`config.mk`:
```
export PLATFORM = sky130hd
export DESIGN_NAME = pkt_framer_flat
export DESIGN_NICKNAME = d
export VERILOG_FILES = /design/src/rtl/pkt_framer_pkg.sv /design/src/rtl/pkt_framer_if.sv /design/src/rtl/pkt_framer_vc_tracker.sv /design/src/rtl/pkt_framer.sv /design/src/flat_wrapper.sv
export SDC_FILE = /design/constraint.sdc
export NUM_CORES = 1
export LEC_CHECK = 0
export ABC_AREA = 1
export BUFFER_PORTS_ARGS = -buffer_cell sky130_fd_sc_hd__buf_2
export CORE_MARGIN = 2
export CORE_UTILIZATION = 29
export CTS_BUF_LIST = sky130_fd_sc_hd__clkbuf_8
export DETAILED_ROUTE_END_ITERATION = 8
export RECOVER_POWER = 100
export SLEW_MARGIN = 20
export SYNTH_ARGS = -nofsm -noshare
export SYNTH_HDL_FRONTEND = slang
export SYNTH_SLANG_ARGS = --single-unit
```
`constraint.sdc`:
```
create_clock -name clk -period 4.7 [get_ports clk]
set_input_delay 0.47 -clock clk [delete_from_list [all_inputs] [get_ports clk]]
set_output_delay 0.47 -clock clk [all_outputs]
set_load 0.02 [all_outputs]
```
`src/rtl/pkt_framer_pkg.sv`:
```
// Shared types, defaults and the header length decode for the packet framer.
package pkt_framer_pkg;

  localparam int unsigned WORD_W             = 32;
  localparam int unsigned META_W             = 4;
  localparam int unsigned LONG_MAX_DATA_DEF  = 128;
  localparam int unsigned SHORT_MAX_DATA_DEF = 16;
  localparam int unsigned PKT_MAX_LENGTH_DEF = 131;
  localparam int unsigned PKT_LEN_W          = $clog2(PKT_MAX_LENGTH_DEF);

  typedef logic [WORD_W-1:0]    chiplet_word_t;
  typedef logic [PKT_LEN_W-1:0] pkt_len_t;

  typedef struct packed {
    logic [META_W-1:0] meta;
    chiplet_word_t     data;
  } flit_t;

  // Header format lives in word[31:28]; anything not listed is malformed.
  typedef enum logic [3:0] {
    FMT_LONG_RD  = 4'h0,
    FMT_LONG_WR  = 4'h1,
    FMT_MEM_RESP = 4'h2,
    FMT_MSG      = 4'h3,
    FMT_SW_CFG   = 4'h4,
    FMT_SHORT_RD = 4'h8,
    FMT_SHORT_WR = 4'h9,
    FMT_COMMA    = 4'hA
  } hdr_fmt_e;

  typedef struct packed {
    pkt_len_t len;
    logic     err;
    logic     comma;
  } hdr_info_t;

  typedef struct packed {
    logic     sop;
    logic     eop;
    logic     err;
    logic     drop;
    pkt_len_t idx;
    pkt_len_t len;
  } tag_t;

  // Malformed or oversize headers report err with a 1-flit length.
  function automatic hdr_info_t hdr_pkt_len(input chiplet_word_t w,
                                            input int unsigned long_max,
                                            input int unsigned short_max,
                                            input int unsigned pkt_max);
    hdr_info_t   res;
    int unsigned l;
    int unsigned s;
    int unsigned n;
    logic        err;
    logic        comma;
    l     = (w[6:0] == 7'd0) ? long_max : 32'(w[6:0]);
    s     = (w[3:0] == 4'd0) ? short_max : 32'(w[3:0]);
    n     = 0;
    err   = 1'b0;
    comma = 1'b0;
    case (w[31:28])
      FMT_LONG_RD:  n = 3;
      FMT_LONG_WR:  n = 3 + l;
      FMT_MEM_RESP: n = 2 + l;
      FMT_MSG:      n = 2 + l;
      FMT_SW_CFG:   n = 1;
      FMT_SHORT_RD: n = 2;
      FMT_SHORT_WR: n = 2 + s;
      FMT_COMMA: begin
        n     = 1;
        comma = 1'b1;
      end
      default:      err = 1'b1;
    endcase
    if (!err && (n > pkt_max)) err = 1'b1;
    res.err   = err;
    res.comma = comma && !err;
    res.len   = err ? PKT_LEN_W'(1) : PKT_LEN_W'(n);
    return res;
  endfunction

endpackage

```
`src/rtl/pkt_framer_if.sv`:
```
// Input and output flit streams of the packet framer plus its status.
interface pkt_framer_if
  import pkt_framer_pkg::*;
#(
  parameter int unsigned NUM_VC = 2
);
  localparam int unsigned VC_W = $clog2(NUM_VC);

  logic              in_valid;
  logic              in_ready;
  logic [VC_W-1:0]   in_vc;
  flit_t             in_flit;
  logic              out_valid;
  logic              out_ready;
  logic [VC_W-1:0]   out_vc;
  flit_t             out_flit;
  logic              out_sop;
  logic              out_eop;
  pkt_len_t          out_idx;
  pkt_len_t          out_len;
  logic              out_err;
  logic [7:0]        err_count;
  logic [NUM_VC-1:0] vc_busy;

  modport slave (
    input  in_valid, in_vc, in_flit, out_ready,
    output in_ready, out_valid, out_vc, out_flit, out_sop, out_eop,
           out_idx, out_len, out_err, err_count, vc_busy
  );

  modport master (
    output in_valid, in_vc, in_flit, out_ready,
    input  in_ready, out_valid, out_vc, out_flit, out_sop, out_eop,
           out_idx, out_len, out_err, err_count, vc_busy
  );
endinterface

```
`src/rtl/pkt_framer_vc_tracker.sv`:
```
// Single-VC packet boundary tracker: header/body FSM plus flit counter.
module pkt_vc_tracker
  import pkt_framer_pkg::*;
#(
  parameter bit DROP_COMMA = 1'b1
) (
  input  logic      clk,
  input  logic      rst,
  input  logic      i_en,
  input  hdr_info_t i_hdr,
  output tag_t      o_tag_c,
  output logic      o_busy
);
  typedef enum logic {ST_IDLE, ST_BODY} state_e;

  state_e   r_state;
  pkt_len_t r_cnt;
  pkt_len_t r_len;
  logic     r_busy;

  // Tag for a flit arriving now on this VC.
  always_comb begin
    o_tag_c = '0;
    if (r_state == ST_IDLE) begin
      o_tag_c.sop  = 1'b1;
      o_tag_c.len  = i_hdr.len;
      o_tag_c.eop  = (i_hdr.len == PKT_LEN_W'(1));
      o_tag_c.err  = i_hdr.err;
      o_tag_c.drop = DROP_COMMA && i_hdr.comma;
    end else begin
      o_tag_c.idx = r_cnt;
      o_tag_c.len = r_len;
      o_tag_c.eop = (r_cnt == (r_len - PKT_LEN_W'(1)));
    end
  end

  always_ff @(posedge clk) begin
    if (rst) begin
      r_state <= ST_IDLE;
      r_cnt   <= '0;
      r_len   <= '0;
      r_busy  <= 1'b0;
    end else if (i_en) begin
      case (r_state)
        ST_IDLE: begin
          if (!i_hdr.err && (i_hdr.len > PKT_LEN_W'(1))) begin
            r_state <= ST_BODY;
            r_cnt   <= PKT_LEN_W'(1);
            r_len   <= i_hdr.len;
            r_busy  <= 1'b1;
          end
        end
        ST_BODY: begin
          if (o_tag_c.eop) begin
            r_state <= ST_IDLE;
            r_cnt   <= '0;
            r_busy  <= 1'b0;
          end else begin
            r_cnt <= r_cnt + PKT_LEN_W'(1);
          end
        end
        default: r_state <= ST_IDLE;
      endcase
    end
  end

  assign o_busy = r_busy;

endmodule

```
`src/rtl/pkt_framer.sv`:
```
// Per-VC packet framer: one output register stage tagging each forwarded flit.
module pkt_framer
  import pkt_framer_pkg::*;
#(
  parameter int unsigned NUM_VC         = 2,
  parameter int unsigned LONG_MAX_DATA  = LONG_MAX_DATA_DEF,
  parameter int unsigned SHORT_MAX_DATA = SHORT_MAX_DATA_DEF,
  parameter int unsigned PKT_MAX_LENGTH = PKT_MAX_LENGTH_DEF,
  parameter bit          DROP_COMMA     = 1'b1
) (
  input logic        clk,
  input logic        rst,
  pkt_framer_if.slave bus
);
  localparam int unsigned VC_W = $clog2(NUM_VC);

  logic              w_accept;
  hdr_info_t         w_hdr;
  tag_t              w_tag [NUM_VC];
  tag_t              w_sel;
  logic [NUM_VC-1:0] w_busy;

  logic              r_out_valid;
  logic [VC_W-1:0]   r_out_vc;
  flit_t             r_out_flit;
  tag_t              r_out_tag;
  logic [7:0]        r_err_count;

  assign bus.in_ready = !r_out_valid || bus.out_ready;
  assign w_accept     = bus.in_valid && bus.in_ready;
  assign w_hdr        = hdr_pkt_len(bus.in_flit.data, LONG_MAX_DATA,
                                    SHORT_MAX_DATA, PKT_MAX_LENGTH);

  for (genvar v = 0; v < NUM_VC; v++) begin : g_vc
    pkt_vc_tracker #(.DROP_COMMA(DROP_COMMA)) u_trk (
      .clk     (clk),
      .rst     (rst),
      .i_en    (w_accept && (bus.in_vc == VC_W'(v))),
      .i_hdr   (w_hdr),
      .o_tag_c (w_tag[v]),
      .o_busy  (w_busy[v])
    );
  end

  assign w_sel = w_tag[bus.in_vc];

  // Output register: load on an accepted non-dropped flit, else drain.
  always_ff @(posedge clk) begin
    if (rst) begin
      r_out_valid <= 1'b0;
      r_out_vc    <= '0;
      r_out_flit  <= '0;
      r_out_tag   <= '0;
      r_err_count <= '0;
    end else begin
      if (w_accept && !w_sel.drop) begin
        r_out_valid <= 1'b1;
        r_out_vc    <= bus.in_vc;
        r_out_flit  <= bus.in_flit;
        r_out_tag   <= w_sel;
      end else if (bus.out_ready) begin
        r_out_valid <= 1'b0;
      end
      if (w_accept && w_sel.err && (r_err_count != 8'hFF)) begin
        r_err_count <= r_err_count + 8'd1;
      end
    end
  end

  assign bus.out_valid = r_out_valid;
  assign bus.out_vc    = r_out_vc;
  assign bus.out_flit  = r_out_flit;
  assign bus.out_sop   = r_out_tag.sop;
  assign bus.out_eop   = r_out_tag.eop;
  assign bus.out_idx   = r_out_tag.idx;
  assign bus.out_len   = r_out_tag.len;
  assign bus.out_err   = r_out_tag.err;
  assign bus.err_count = r_err_count;
  assign bus.vc_busy   = w_busy;

endmodule
```
`src/flat_wrapper.sv`:
```
// flat-port wrapper written by rule: the top's interface ports become plain ports
module pkt_framer_flat import pkt_framer_pkg::*;
#(
  parameter int unsigned NUM_VC         = 2,
  parameter int unsigned LONG_MAX_DATA  = LONG_MAX_DATA_DEF,
  parameter int unsigned SHORT_MAX_DATA = SHORT_MAX_DATA_DEF,
  parameter int unsigned PKT_MAX_LENGTH = PKT_MAX_LENGTH_DEF,
  parameter bit          DROP_COMMA     = 1'b1
)
  (clk, rst, bus_in_valid, bus_in_vc, bus_in_flit, bus_out_ready, bus_in_ready, bus_out_valid, bus_out_vc, bus_out_flit, bus_out_sop, bus_out_eop, bus_out_idx, bus_out_len, bus_out_err, bus_err_count, bus_vc_busy);
  pkt_framer_if #(.NUM_VC(NUM_VC)) bus_i ();
  input logic clk;
  input logic rst;
  input wire logic [$bits(bus_i.in_valid)-1:0] bus_in_valid;
  input wire logic [$bits(bus_i.in_vc)-1:0] bus_in_vc;
  input wire logic [$bits(bus_i.in_flit)-1:0] bus_in_flit;
  input wire logic [$bits(bus_i.out_ready)-1:0] bus_out_ready;
  output wire logic [$bits(bus_i.in_ready)-1:0] bus_in_ready;
  output wire logic [$bits(bus_i.out_valid)-1:0] bus_out_valid;
  output wire logic [$bits(bus_i.out_vc)-1:0] bus_out_vc;
  output wire logic [$bits(bus_i.out_flit)-1:0] bus_out_flit;
  output wire logic [$bits(bus_i.out_sop)-1:0] bus_out_sop;
  output wire logic [$bits(bus_i.out_eop)-1:0] bus_out_eop;
  output wire logic [$bits(bus_i.out_idx)-1:0] bus_out_idx;
  output wire logic [$bits(bus_i.out_len)-1:0] bus_out_len;
  output wire logic [$bits(bus_i.out_err)-1:0] bus_out_err;
  output wire logic [$bits(bus_i.err_count)-1:0] bus_err_count;
  output wire logic [$bits(bus_i.vc_busy)-1:0] bus_vc_busy;
  assign bus_i.in_valid = bus_in_valid;
  assign bus_i.in_vc = bus_in_vc;
  assign bus_i.in_flit = bus_in_flit;
  assign bus_i.out_ready = bus_out_ready;
  assign bus_in_ready = bus_i.in_ready;
  assign bus_out_valid = bus_i.out_valid;
  assign bus_out_vc = bus_i.out_vc;
  assign bus_out_flit = bus_i.out_flit;
  assign bus_out_sop = bus_i.out_sop;
  assign bus_out_eop = bus_i.out_eop;
  assign bus_out_idx = bus_i.out_idx;
  assign bus_out_len = bus_i.out_len;
  assign bus_out_err = bus_i.out_err;
  assign bus_err_count = bus_i.err_count;
  assign bus_vc_busy = bus_i.vc_busy;
  pkt_framer #(.NUM_VC(NUM_VC), .LONG_MAX_DATA(LONG_MAX_DATA), .SHORT_MAX_DATA(SHORT_MAX_DATA), .PKT_MAX_LENGTH(PKT_MAX_LENGTH), .DROP_COMMA(DROP_COMMA)) u_core (.clk(clk), .rst(rst), .bus(bus_i));
endmodule
```
# Yosys cells after proc, flatten, opt, wreduce, memory -nomap -nowiden
# Index checks and enable logic that the tools add are counted.
totals:
  register_bits: 101
  latch_bits: 0
  ramBits: 0
  romBits: 0
  inputBits: 41
  out_inout_bits: 68
  word_cells: 111
  mem_count: 0
op_classes:
  addsub: 8
  n_mul: 0
  div_mod_pow: 0
  order_cmp: 3
  n_eq_ne: 15
  n_shift: 0
  n_mux: 37
  n_bitwise: 4
  n_reduce_logical: 26
ops:
  columns: ["cell", "n"]
  rows:
  - ["one-hot mux 32 bit (6 select lines)", 1]
  - ["adder 2 x 32 -> 32 bit, first input constant", 3]
  - ["2-to-1 mux 8 bit", 9]
  - ["2-to-1 mux 20 bit", 3]
  - ["greater-than comparator 32 x 8 -> 1 bit, second input constant", 1]
  - ["one-hot mux 8 bit (2 select lines)", 2]
  - ["adder 8 x 1 -> 8 bit, second input constant", 3]
  - ["== test 8 bit", 2]
  - ["subtractor 8 x 1 -> 8 bit, second input constant", 2]
  - ["2-to-1 mux 1 bit", 15]
  - ["== test 4 bit, second input constant", 3]
  - ["AND reduction 3 bit", 4]
  - ["logical AND 1 bit", 9]
  - ["== test 4 x 2 -> 1 bit, second input constant", 2]
  - ["== test 8 x 1 -> 1 bit, second input constant", 1]
  - ["greater-than comparator 8 x 1 -> 1 bit, second input constant", 1]
  - ["logical NOT 4 bit", 2]
  - ["inequality test 8 bit, second input constant", 1]
  - ["one-hot mux 1 bit (2 select lines)", 4]
  - ["OR reduction 8 bit", 1]
  - ["logical NOT 7 bit", 1]
  - ["2-to-1 mux 5 bit", 1]
  - ["== test 4 x 1 -> 1 bit, second input constant", 1]
  - ["== test 4 x 3 -> 1 bit, second input constant", 1]
  - ["other kinds (11)", 20]

# Longest topological paths before layout
# Gate-level depths: netlist of the first run.
depth:
  depth_word: 16
  depth_mapped: 21
  depth_no_buf: 21

# By module
# Synthesis of the first run repeated with hierarchy kept, for this count alone.
hier_totals:
  cells_unflattened: 847
  area_unflattened_um2: 5606.6
modules_own_cells:
  columns: ["mod", "n_inst", "cells_each", "area_per_inst_um2", "seq_area_each_um2"]
  rows:
  - ["pkt_framer", 1, 428, 3032.9, 1301.2]
  - ["pkt_vc_tracker at u_core.g_vc[0].u_trk", 1, 222, 1341.3, 360.3]
  - ["pkt_vc_tracker at u_core.g_vc[1].u_trk", 1, 197, 1232.4, 360.3]

# Worst setup path before layout of the first run
# Ideal clock, no wire load.
synth_timing:
  kind: "input -> register"
  start: "input bus_in_flit[0]"
  end: "register u_core.g_vc[1].u_trk.r_len[1]"
  setup_ps: 119
  arrival_ps: 2473
  required_time_ps: 4581
  slack_ps: 2108
  cell_stages: 18
  n_path_buf: 1
  path_cell_list: "inv_1 > ha_1 > nand3_1 > nand2_1 > inv_1 > ha_1 > xor2_1 > nand2_1 > nand3_2 > nor2_1 > nand3_2 > a21oi_2 > o31ai_2 > nand2_2 > nand2_4 > buf_6 > o21ai_1 > a21oi_1"
synth_via:
  elab_chain_cells: 11
  word_cells_on_any_way: 16
  cone_classes: "3 x add/sub; 2 x order compare; 5 x mux; 6 x reduce/logical"
synth_lines:
  columns: ["element", "line_no", "rtl"]
  rows:
  - ["start, declared", "flat_wrapper.sv:16", "input wire logic [$bits(bus_i.in_flit)-1:0] bus_in_flit;"]
  - ["logical NOT 7 bit / logical NOT 4 bit (equally long branches)", "pkt_framer_pkg.sv:57, pkt_framer_pkg.sv:58", null]
  - ["2-to-1 mux 8 bit / 2-to-1 mux 5 bit (equally long branches)", "pkt_framer_pkg.sv:57, pkt_framer_pkg.sv:58", null]
  - ["adder 2 x 32 -> 32 bit, on equally long branches", null, null]
  - ["one-hot mux 32 bit (6 select lines) (*)", "pkt_framer_pkg.sv:62", "case (w[31:28])"]
  - ["greater-than comparator 32 x 8 -> 1 bit", "pkt_framer_pkg.sv:76", "if (!err && (n > pkt_max)) err = 1'b1;"]
  - ["logical AND 1 bit", "pkt_framer_pkg.sv:76", null]
  - ["2-to-1 mux 1 bit", "pkt_framer_pkg.sv:76", null]
  - ["2-to-1 mux 8 bit", "pkt_framer_pkg.sv:79", "res.len = err ? PKT_LEN_W'(1) : PKT_LEN_W'(n);"]
  - ["greater-than comparator 8 x 1 -> 1 bit", "pkt_framer_vc_tracker.sv:46", "if (!i_hdr.err && (i_hdr.len > PKT_LEN_W'(1))) begin"]
  - ["logical AND 1 bit", "pkt_framer_vc_tracker.sv:46", null]
  - ["AND reduction 3 bit (no line)", null, null]
  - ["end signal, assigned", "pkt_framer_vc_tracker.sv:49", "r_len <= i_hdr.len;"]
  - ["end, declared", "pkt_framer_vc_tracker.sv:18", "pkt_len_t r_len;"]
# Mark *: on every way between the ends. The rest lies on a longest branch, timed or not.
# A chain may end at the register's enable or synchronous reset.

# Final worst setup path of the first run
layout_timing:
  start: "input bus_in_flit[1]"
  end: "register u_core.g_vc[0].u_trk.r_cnt[1]"
layout_via:
  elab_chain_cells: 12
  word_cells_on_any_way: 21
  cone_classes: "3 x add/sub; 2 x order compare; 2 x eq/ne; 8 x mux; 6 x reduce/logical"
layout_lines:
  columns: ["element", "line_no", "rtl"]
  rows:
  - ["logical NOT 7 bit / logical NOT 4 bit (equally long branches)", "pkt_framer_pkg.sv:57, pkt_framer_pkg.sv:58", null]
  - ["2-to-1 mux 8 bit / 2-to-1 mux 5 bit (equally long branches)", "pkt_framer_pkg.sv:57, pkt_framer_pkg.sv:58", null]
  - ["adder 2 x 32 -> 32 bit, on equally long branches", null, null]
  - ["one-hot mux 32 bit (6 select lines) (*)", "pkt_framer_pkg.sv:62", null]
  - ["greater-than comparator 32 x 8 -> 1 bit", "pkt_framer_pkg.sv:76", null]
  - ["logical AND 1 bit", "pkt_framer_pkg.sv:76", null]
  - ["2-to-1 mux 1 bit", "pkt_framer_pkg.sv:76", null]
  - ["2-to-1 mux 8 bit", "pkt_framer_pkg.sv:79", null]
  - ["greater-than comparator 8 x 1 -> 1 bit / == test 8 x 1 -> 1 bit (equally long branches)", "pkt_framer_vc_tracker.sv:46, pkt_framer_vc_tracker.sv:27", null]
  - ["logical AND 1 bit / 2-to-1 mux 1 bit (equally long branches)", "pkt_framer_vc_tracker.sv:46, pkt_framer_vc_tracker.sv:24", null]
  - ["inequality test 2 x 1 -> 1 bit (no line) / 2-to-1 mux 8 bit (equally long branches)", null, null]
  - ["AND reduction 2 bit (no line) / one-hot mux 8 bit (2 select lines) (equally long branches)", null, null]
  - ["end signal, assigned", "pkt_framer_vc_tracker.sv:59", "r_cnt <= r_cnt + PKT_LEN_W'(1);"]
  - ["end, declared", "pkt_framer_vc_tracker.sv:17", "pkt_len_t r_cnt;"]
# Marked as above.

==> results of run 1 <==
## power breakdown
group          switching, uW  leakage [uW]  internal, uW  total, uW
Clock                    308      0.000102           240        548
Combinational            272       0.00156           117        389
Sequential              35.9      0.000829           910        946
## flip-flops by register name, summed over array words and instances, names as in the netlist, 2 cells and up
signal,flops
u_core.g_vc.u_trk.r_state,2
u_core.g_vc.u_trk.r_cnt,16
u_core.bus.err_count,8
u_core.bus.out_len,8
u_core.g_vc.u_trk.o_busy,2
u_core.bus.out_flit,36
u_core.g_vc.u_trk.r_len,16
u_core.bus.out_idx,8
## cells by family after synthesis
| kind of cell | after synthesis | synth area share |
|---|---|---|
| flip-flops | 101 | 0.384 |
| AND/OR/NAND/NOR | 346 | 0.288 |
| XOR/XNOR | 29 | 0.0482 |
| buffers and inverters | 119 | 0.0917 |
| AO/OA/AOI/OAI | 164 | 0.169 |
| adder cells (fa/ha/maj) | 8 | 0.0190 |
## final timing paths
kind	start	cells past startpoint	to	slack (ns)
worst min register to register	u_core.bus.out_err	2	u_core.bus.out_err	0.48
worst min-delay path	bus_in_flit[14]	3	u_core.bus.out_flit[14]	0.32
worst max register to register	u_core.g_vc[1].u_trk.r_state	8	u_core.bus.out_len[7]	1.52
worst max-delay path	bus_in_flit[1]	21	u_core.g_vc[0].u_trk.r_cnt[1]	1.48
## Yosys cell counts, types with 2 or more instances
| cell | instances | area share |
|---|---|---|
| a21oi_1 | 66 | 0.063 |
| a21oi_2 | 4 | 0.0067 |
| buf_2 | 2 | 0.0019 |
| buf_4 | 5 | 0.0071 |
| buf_6 | 2 | 0.0043 |
| clkbuf_1 | 27 | 0.019 |
| dfxtp_1 | 101 | 0.38 |
| ha_1 | 8 | 0.019 |
| inv_1 | 78 | 0.056 |
| inv_2 | 4 | 0.0029 |
| nand2_1 | 126 | 0.090 |
| nand2_2 | 7 | 0.0083 |
| nand2_4 | 2 | 0.0043 |
| nand3_1 | 52 | 0.049 |
| nand3_2 | 4 | 0.0076 |
| nand4_1 | 16 | 0.019 |
| nor2_1 | 113 | 0.081 |
| nor2_2 | 4 | 0.0048 |
| nor3_1 | 13 | 0.012 |
| nor3b_1 | 5 | 0.0071 |
| o2111ai_1 | 3 | 0.0050 |
| o211ai_1 | 8 | 0.011 |
| o21ai_0 | 72 | 0.068 |
| o21ai_1 | 2 | 0.0019 |
| o22ai_1 | 5 | 0.0059 |
| xnor2_1 | 12 | 0.020 |
| xor2_1 | 17 | 0.028 |
## cells in the final DEF, fill, tap and decap left out, drive strengths merged
master     n
inv       85
clkinv     2
nand3b     1
nand3     56
o21ai     74
a21oi     70
a31oi      1
ha         8
nor3b      5
o22ai      5
o31ai      1
o2111ai    3
or2        1
o211ai     8
buf       42
nor4       1
clkbuf    79
bufinv     1
nor3      13
and3       1
o31a       1
nand4     16
a211oi     1
dfxtp    101
nand2    135
xor2      17
nor2     117
xnor2     12
## routing by layer
layer,up-vias,track usage,share of wire
met5,-,0,0
met4,0,0.0420,0.012
met1,2277,0.197,0.47
li1,2686,-,-
met3,11,0.0401,0.067
met2,142,0.248,0.45
## worst register-to-register path, delay by kind of cell, from the launching register on
kind / cells / cell delay [ns]
flip-flops: 1 / 0.49
AND/OR/NAND/NOR: 5 / 1.28
buffers and inverters: 2 / 1.13
AO/OA/AOI/OAI: 1 / 0.19
## stage by stage
step           hold slack, ns  cells  utilization
2_1_floorplan           0.454    767            -
3_3_place_gp            0.455   1071        0.333
3_5_place_dp            0.463   1071        0.333
4_1_cts                 0.308   1086        0.343
5_1_grt                 0.304   1086        0.335
6_report                0.317   1086        0.335
## final cells by class
type                       count  area [um2]
fill                        1991       11900
multi-input combinational    547        2720
sequential                   101        2020
timing repair buffer         112         482
inverter                      82         308
tap                          229         287
clock buffer                   9         124
clock inverter                 6        56.3
==> flow_summary_export.csv, run 1 <==
group,metric,value,unit
global_route,grt_pass1_wl,24200,um
setup_path,cp_slowest_cell,"nand3_1",
clock_tree,cts_sinks,101,
sta,layout_min_cycle_time,3.22,ns
clock_tree,cts-buffers-inserted,9,
routing,vias,5116,
setup_path,path_cells,"clkbuf_1 -> inv_1 -> ha_1 -> nand3_1 -> nand2_1 -> inv_1 -> ha_1 -> xor2_1 -> nand2_1 -> nand3_1 -> nor2_1 -> nand3_1 -> nand2_1 -> nand2_1 -> nand2_1 -> nor2_1 -> nand3_1 -> nand2_1 -> nand2_1 -> o21ai_0 -> nor2_1",
synthesis,synth.distinct_cells,36,
clock_tree,cts_setup_buffers,0,
sta,setup_viol,0,
sta,rsz0062_at_grt,"no",
setup_path,end_kind,"register",
floorplan,die_x,139,um
clock_tree,cts.path.max_buffers,2,
synthesis,synth_edf_count,0,
setup_path,path_max_fanout,13,
global_route,grt_pass1_vias,4958,
routing,viasPerCell,4.71,
place,place_congestion,0.859,
routing,wl_per_cell,13.5,um
setup_path,worstPathRequired,4.97,ns
sta,max_slew_margin,0.0290,
sta,finalSetupTns,0,ns
routing,ant_nets,0,
synthesis,yosysWarnings,0,
floorplan,start_util,0.294,
synthesis,syn_inst,767,
floorplan,core.rowCount,49,
synthesis,ys_async_sr_fraction,0,
sta,timing.final.ws_setup,1.48,ns
setup_path,cp_num_buf_inv,3,
setup_path,path_class,"input pin to register",
routing,drt_iter0_markers,294,
routing,firstDrtPassIters,4,
worst_hold_path,hp-class,"input pin to register",
setup_path,cp_slowest_stage_delay,0.39,ns
synthesis,syn_area_per_cell,6.86,um2
floorplan,die_h,139,um
clock_tree,cts-htree-levels,3,
setup_path,critPathTopFamily,"simple AND/OR/NAND/NOR gates",
power_and_ir_drop,worst_ir_drop_vdd,0.000127,V
setup_path,cpMostUsedCell,"nand2_1",
sta,clock.fmax,310,MHz
clock_tree,root_buffer,"clkbuf_8",
routing,drcViolationCount,0,
synthesis,synth-main-ff-cell,"dfxtp_1",
routing,wirelength,14600,um
place,port_buffers,108,
floorplan,dieArea,19200,um2
clock_tree,clk_latency,0.37,ns
clock_tree,cts_resized,0,
sta,hold_viol,0,
sta,slew_violations,0,
global_route,grt.total_usage,0.151,
cells_and_area,final_area,6000,um2
cells_and_area,syn_to_final_growth,13.9,%
sta,skew,0.0111,ns
sta,max_slew.worst_pin.slew,1.46,ns
cells_and_area,nets,902,
setup_path,arrival,3.49,ns
floorplan,core_region_area,17900,um2
synthesis,synth_area,5270,um2
place,pre_cts_slack,1.61,ns
place,post_dp_cell_area,5950,um2
power_and_ir_drop,p_per_area,314,nW/um2
global_route,grt-ovfl-total,0,
place,dp_hpwl,10800,um
synthesis,ys_ff_latch,101,
power_and_ir_drop,leakage,0.00249,uW
flow_run,drv_cap,0,
synthesis,syn-num-nets,816,
clock_tree,cts_tree,"yes",
synthesis,yosysSeqAreaShare,0.384,
clock_tree,postCtsHoldBufs,0,
global_route,grt_max_degree,84,
cells_and_area,drive_above_1_share,0.0863,
sta,fin_crit_sh,0.686,
floorplan,ios,109,
power_and_ir_drop,power,1880,uW
setup_path,cp-start-kind,"input pin",
run_status,outcome,"finished clean",
clock_tree,path_clk_slew,0.10,ns
global_route,grt_antenna_before_repair,0,
cells_and_area,num_antenna_cells,0,
No activity file was read; power rests on OpenSTA's default activity.
==> inputs of run 2 (changes only) <==
--- a/config.mk
+++ b/config.mk
@@ -5,7 +5,7 @@
 export SDC_FILE = /design/constraint.sdc
 export NUM_CORES = 1
 export LEC_CHECK = 0
-export ABC_AREA = 1
+export ABC_AREA = 0
 export BUFFER_PORTS_ARGS = -buffer_cell sky130_fd_sc_hd__buf_2
 export CORE_MARGIN = 2
 export CORE_UTILIZATION = 29
==> constraint.sdc (replaced) <==
create_clock -name clk -period 3.15 [get_ports clk]
set_input_delay 0.315 -clock clk [delete_from_list [all_inputs] [get_ports clk]]
set_output_delay 0.315 -clock clk [all_outputs]
set_load 0.02 [all_outputs]
==> run 2 against run 1 <==
  * Clock skew up 0.0021 ns
  * Worst hold slack worse by 0.17 ns
  * First-iteration DRC count down 4.4%
  * Non-clock buffer count up 38
  * Sequential share of layout area down 1.6 points
  * Sequential power up 48%
  * Critical path type unchanged
==> flow_summary_export.csv, run 2 <==
group,metric,value,unit
clock_tree,postCtsHoldBufs,0,
floorplan,start_util,0.298,
clock_tree,cts-htree-levels,3,
synthesis,syn_inst,650,
global_route,grt-ovfl-total,0,
power_and_ir_drop,leakage,0.00237,uW
synthesis,synth.distinct_cells,66,
synthesis,synth_area,5180,um2
clock_tree,clk_latency,0.39,ns
floorplan,dieArea,19000,um2
clock_tree,cts-buffers-inserted,9,
routing,viasPerCell,5.10,
setup_path,cp-start-kind,"input pin",
routing,wirelength,15300,um
cells_and_area,largest_reg_flops,36,
sta,hold_viol,0,
routing,wl_per_cell,15.4,um
setup_path,end_kind,"register",
setup_path,arrival,3.27,ns
global_route,grt_pass1_wl,24900,um
cells_and_area,syn_to_final_growth,21.4,%
power_and_ir_drop,p_per_area,472,nW/um2
synthesis,ys_async_sr_fraction,0,
floorplan,core_region_area,17400,um2
synthesis,synth_top_cell_by_area,"dfxtp_1",
sta,rsz0062_at_grt,"no",
synthesis,yosysWarnings,0,
clock_tree,cts.path.max_buffers,2,
synthesis,synth_edf_count,0,
place,place_congestion,0.808,
floorplan,ios,109,
synthesis,synth-main-ff-cell,"dfxtp_1",
clock_tree,cts_setup_buffers,0,
synthesis,ys_ff_latch,101,
cells_and_area,fin_util,0.361,
routing,ant_nets,0,
sta,max_slew_margin,0.351,
floorplan,die_x,138,um
sta,layout_min_cycle_time,2.95,ns
global_route,grt_antenna_before_repair,0,
setup_path,path_max_fanout,6,
sta,fin_crit_sh,0.936,
setup_path,path_cells,"buf_2 -> inv_6 -> ha_4 -> or3b_1 -> and2_0 -> ha_1 -> a22o_1 -> a311o_1 -> clkbuf_1 -> o211a_1 -> o31ai_2 -> clkbuf_1 -> clkbuf_1 -> nand2_1 -> a31oi_1",
global_route,grt_max_degree,33,
setup_path,cp_slowest_stage_delay,0.36,ns
clock_tree,cts_tree,"yes",
cells_and_area,nets,812,
flow_run,drv_cap,0,
sta,slew_violations,0,
synthesis,synth_most_common_cell,"nand2_1",
global_route,grt.total_usage,0.167,
clock_tree,cts_resized,0,
setup_path,worstPathRequired,3.47,ns
synthesis,syn-num-nets,699,
setup_path,cpMostUsedCell,"clkbuf_1",
synthesis,syn_area_per_cell,7.98,um2
synthesis,netlist_top_cells_count,"nand2_1, dfxtp_1, a21oi_1",
clock_tree,cts_sinks,101,
power_and_ir_drop,worst_ir_drop_vdd,0.000279,V
routing,firstDrtPassIters,5,
synthesis,yosysSeqAreaShare,0.390,
sta,setup_viol,0,
sta,whs,0.146,ns
clock_tree,path_clk_slew,0.11,ns
run_status,outcome,"finished clean",
cells_and_area,final_cell_mix,"nand2_1, dfxtp_1, a21oi_1, clkbuf_1, nor2_1",
synthesis,synth_top_area_frac,0.390,
sta,skew,0.0131,ns
synthesis,synth_top_cells_by_area,"dfxtp_1, nand2_1, a21oi_1",
sta,clock.fmax,339,MHz
global_route,grt_pass1_vias,4636,
floorplan,core.rowCount,48,
routing,drt_iter0_markers,281,
routing,drcViolationCount,0,
routing,vias,5061,
place,dp_hpwl,11100,um
place,port_buffers,108,
sta,max_slew.worst_pin.slew,0.973,ns
setup_path,path_class,"input pin to register",
setup_path,cp_slowest_cell,"or3b_1",
cells_and_area,drive_above_1_share,0.148,
worst_hold_path,hp-class,"input pin to register",
cells_and_area,num_antenna_cells,0,
cells_and_area,final_common_cell,"nand2_1",
clock_tree,root_buffer,"clkbuf_8",
floorplan,die_h,138,um
-- run 2: worst paths after layout --
path,startpoint,end,slack (ns),depth (start not counted)
max,bus_in_flit[0],u_core.g_vc[1].u_trk.r_cnt[2],0.20,15
min,bus_in_flit[35],u_core.bus.out_flit[35],0.15,3
max reg2reg,u_core.g_vc[0].u_trk.r_len[0],u_core.g_vc[0].u_trk.r_cnt[4],0.37,8
min reg2reg,u_core.bus.out_flit[7],u_core.bus.out_flit[7],0.46,2
-- run 2: stage by stage --
| stage | std cells | cell area [um2] | worst slack [ns] | total power (uW) | TNS (ns) |
|---|---|---|---|---|---|
| final | 993 | 6290 | 0.201 | 2970 | 0 |
| after CTS | 993 | 6410 | 0.259 | 3030 | 0 |
| after floorplan | 650 | 5250 | -0.224 | 1810 | -3.55 |
| after global placement | 977 | 6170 | -0.108 | 2030 | -1.99 |
| after detailed placement | 977 | 6170 | -0.130 | 2030 | -2.66 |
| after global routing | 993 | 6290 | 0.0567 | 3120 | 0 |
-- run 2: power by group --
| group | switching (uW) | total [uW] | internal [uW] |
|---|---|---|---|
| registers | 54.7 | 1400 | 1340 |
| logic | 359 | 581 | 222 |
| clock network | 492 | 995 | 503 |
| total | 906 | 2970 | 2070 |
-- run 2: routing by layer --
layer  routed length (um)  GRT usage  part of all wire
met2                 6790      0.256              0.44
met1                 7340      0.231              0.48
met4                  183     0.0448             0.012
met5                    0          0                 0
met3                  982     0.0427             0.064
-- run 2: worst max-delay path: cells and delay by family --
family	cells	cell delay, ns
buffers and inverters	5	0.84
adder cells (fa/ha/maj)	2	0.38
AND/OR/NAND/NOR	3	0.60
AO/OA/AOI/OAI	5	1.15
-- run 2: layout make-up --
| class | instances | area (um2) |
|---|---|---|
| fill | 1885 | 11100 |
| multi-input combinational | 487 | 2920 |
| sequential | 101 | 2020 |
| timing repair buffer | 150 | 759 |
| tap | 225 | 282 |
| clock buffer | 11 | 151 |
| clock inverter | 5 | 88.8 |
| inverter | 14 | 65.1 |
-- run 2: cell families after synthesis --
kind of cell | after synthesis | share of synthesized area
AOI/OAI and AO/OA | 172 | 0.214
xor gates and xnor gates | 29 | 0.0490
adders and majority gates | 8 | 0.0193
buffers and inverters | 62 | 0.0507
DFF | 101 | 0.390
muxes | 18 | 0.0360
and+or+nand+nor | 260 | 0.241
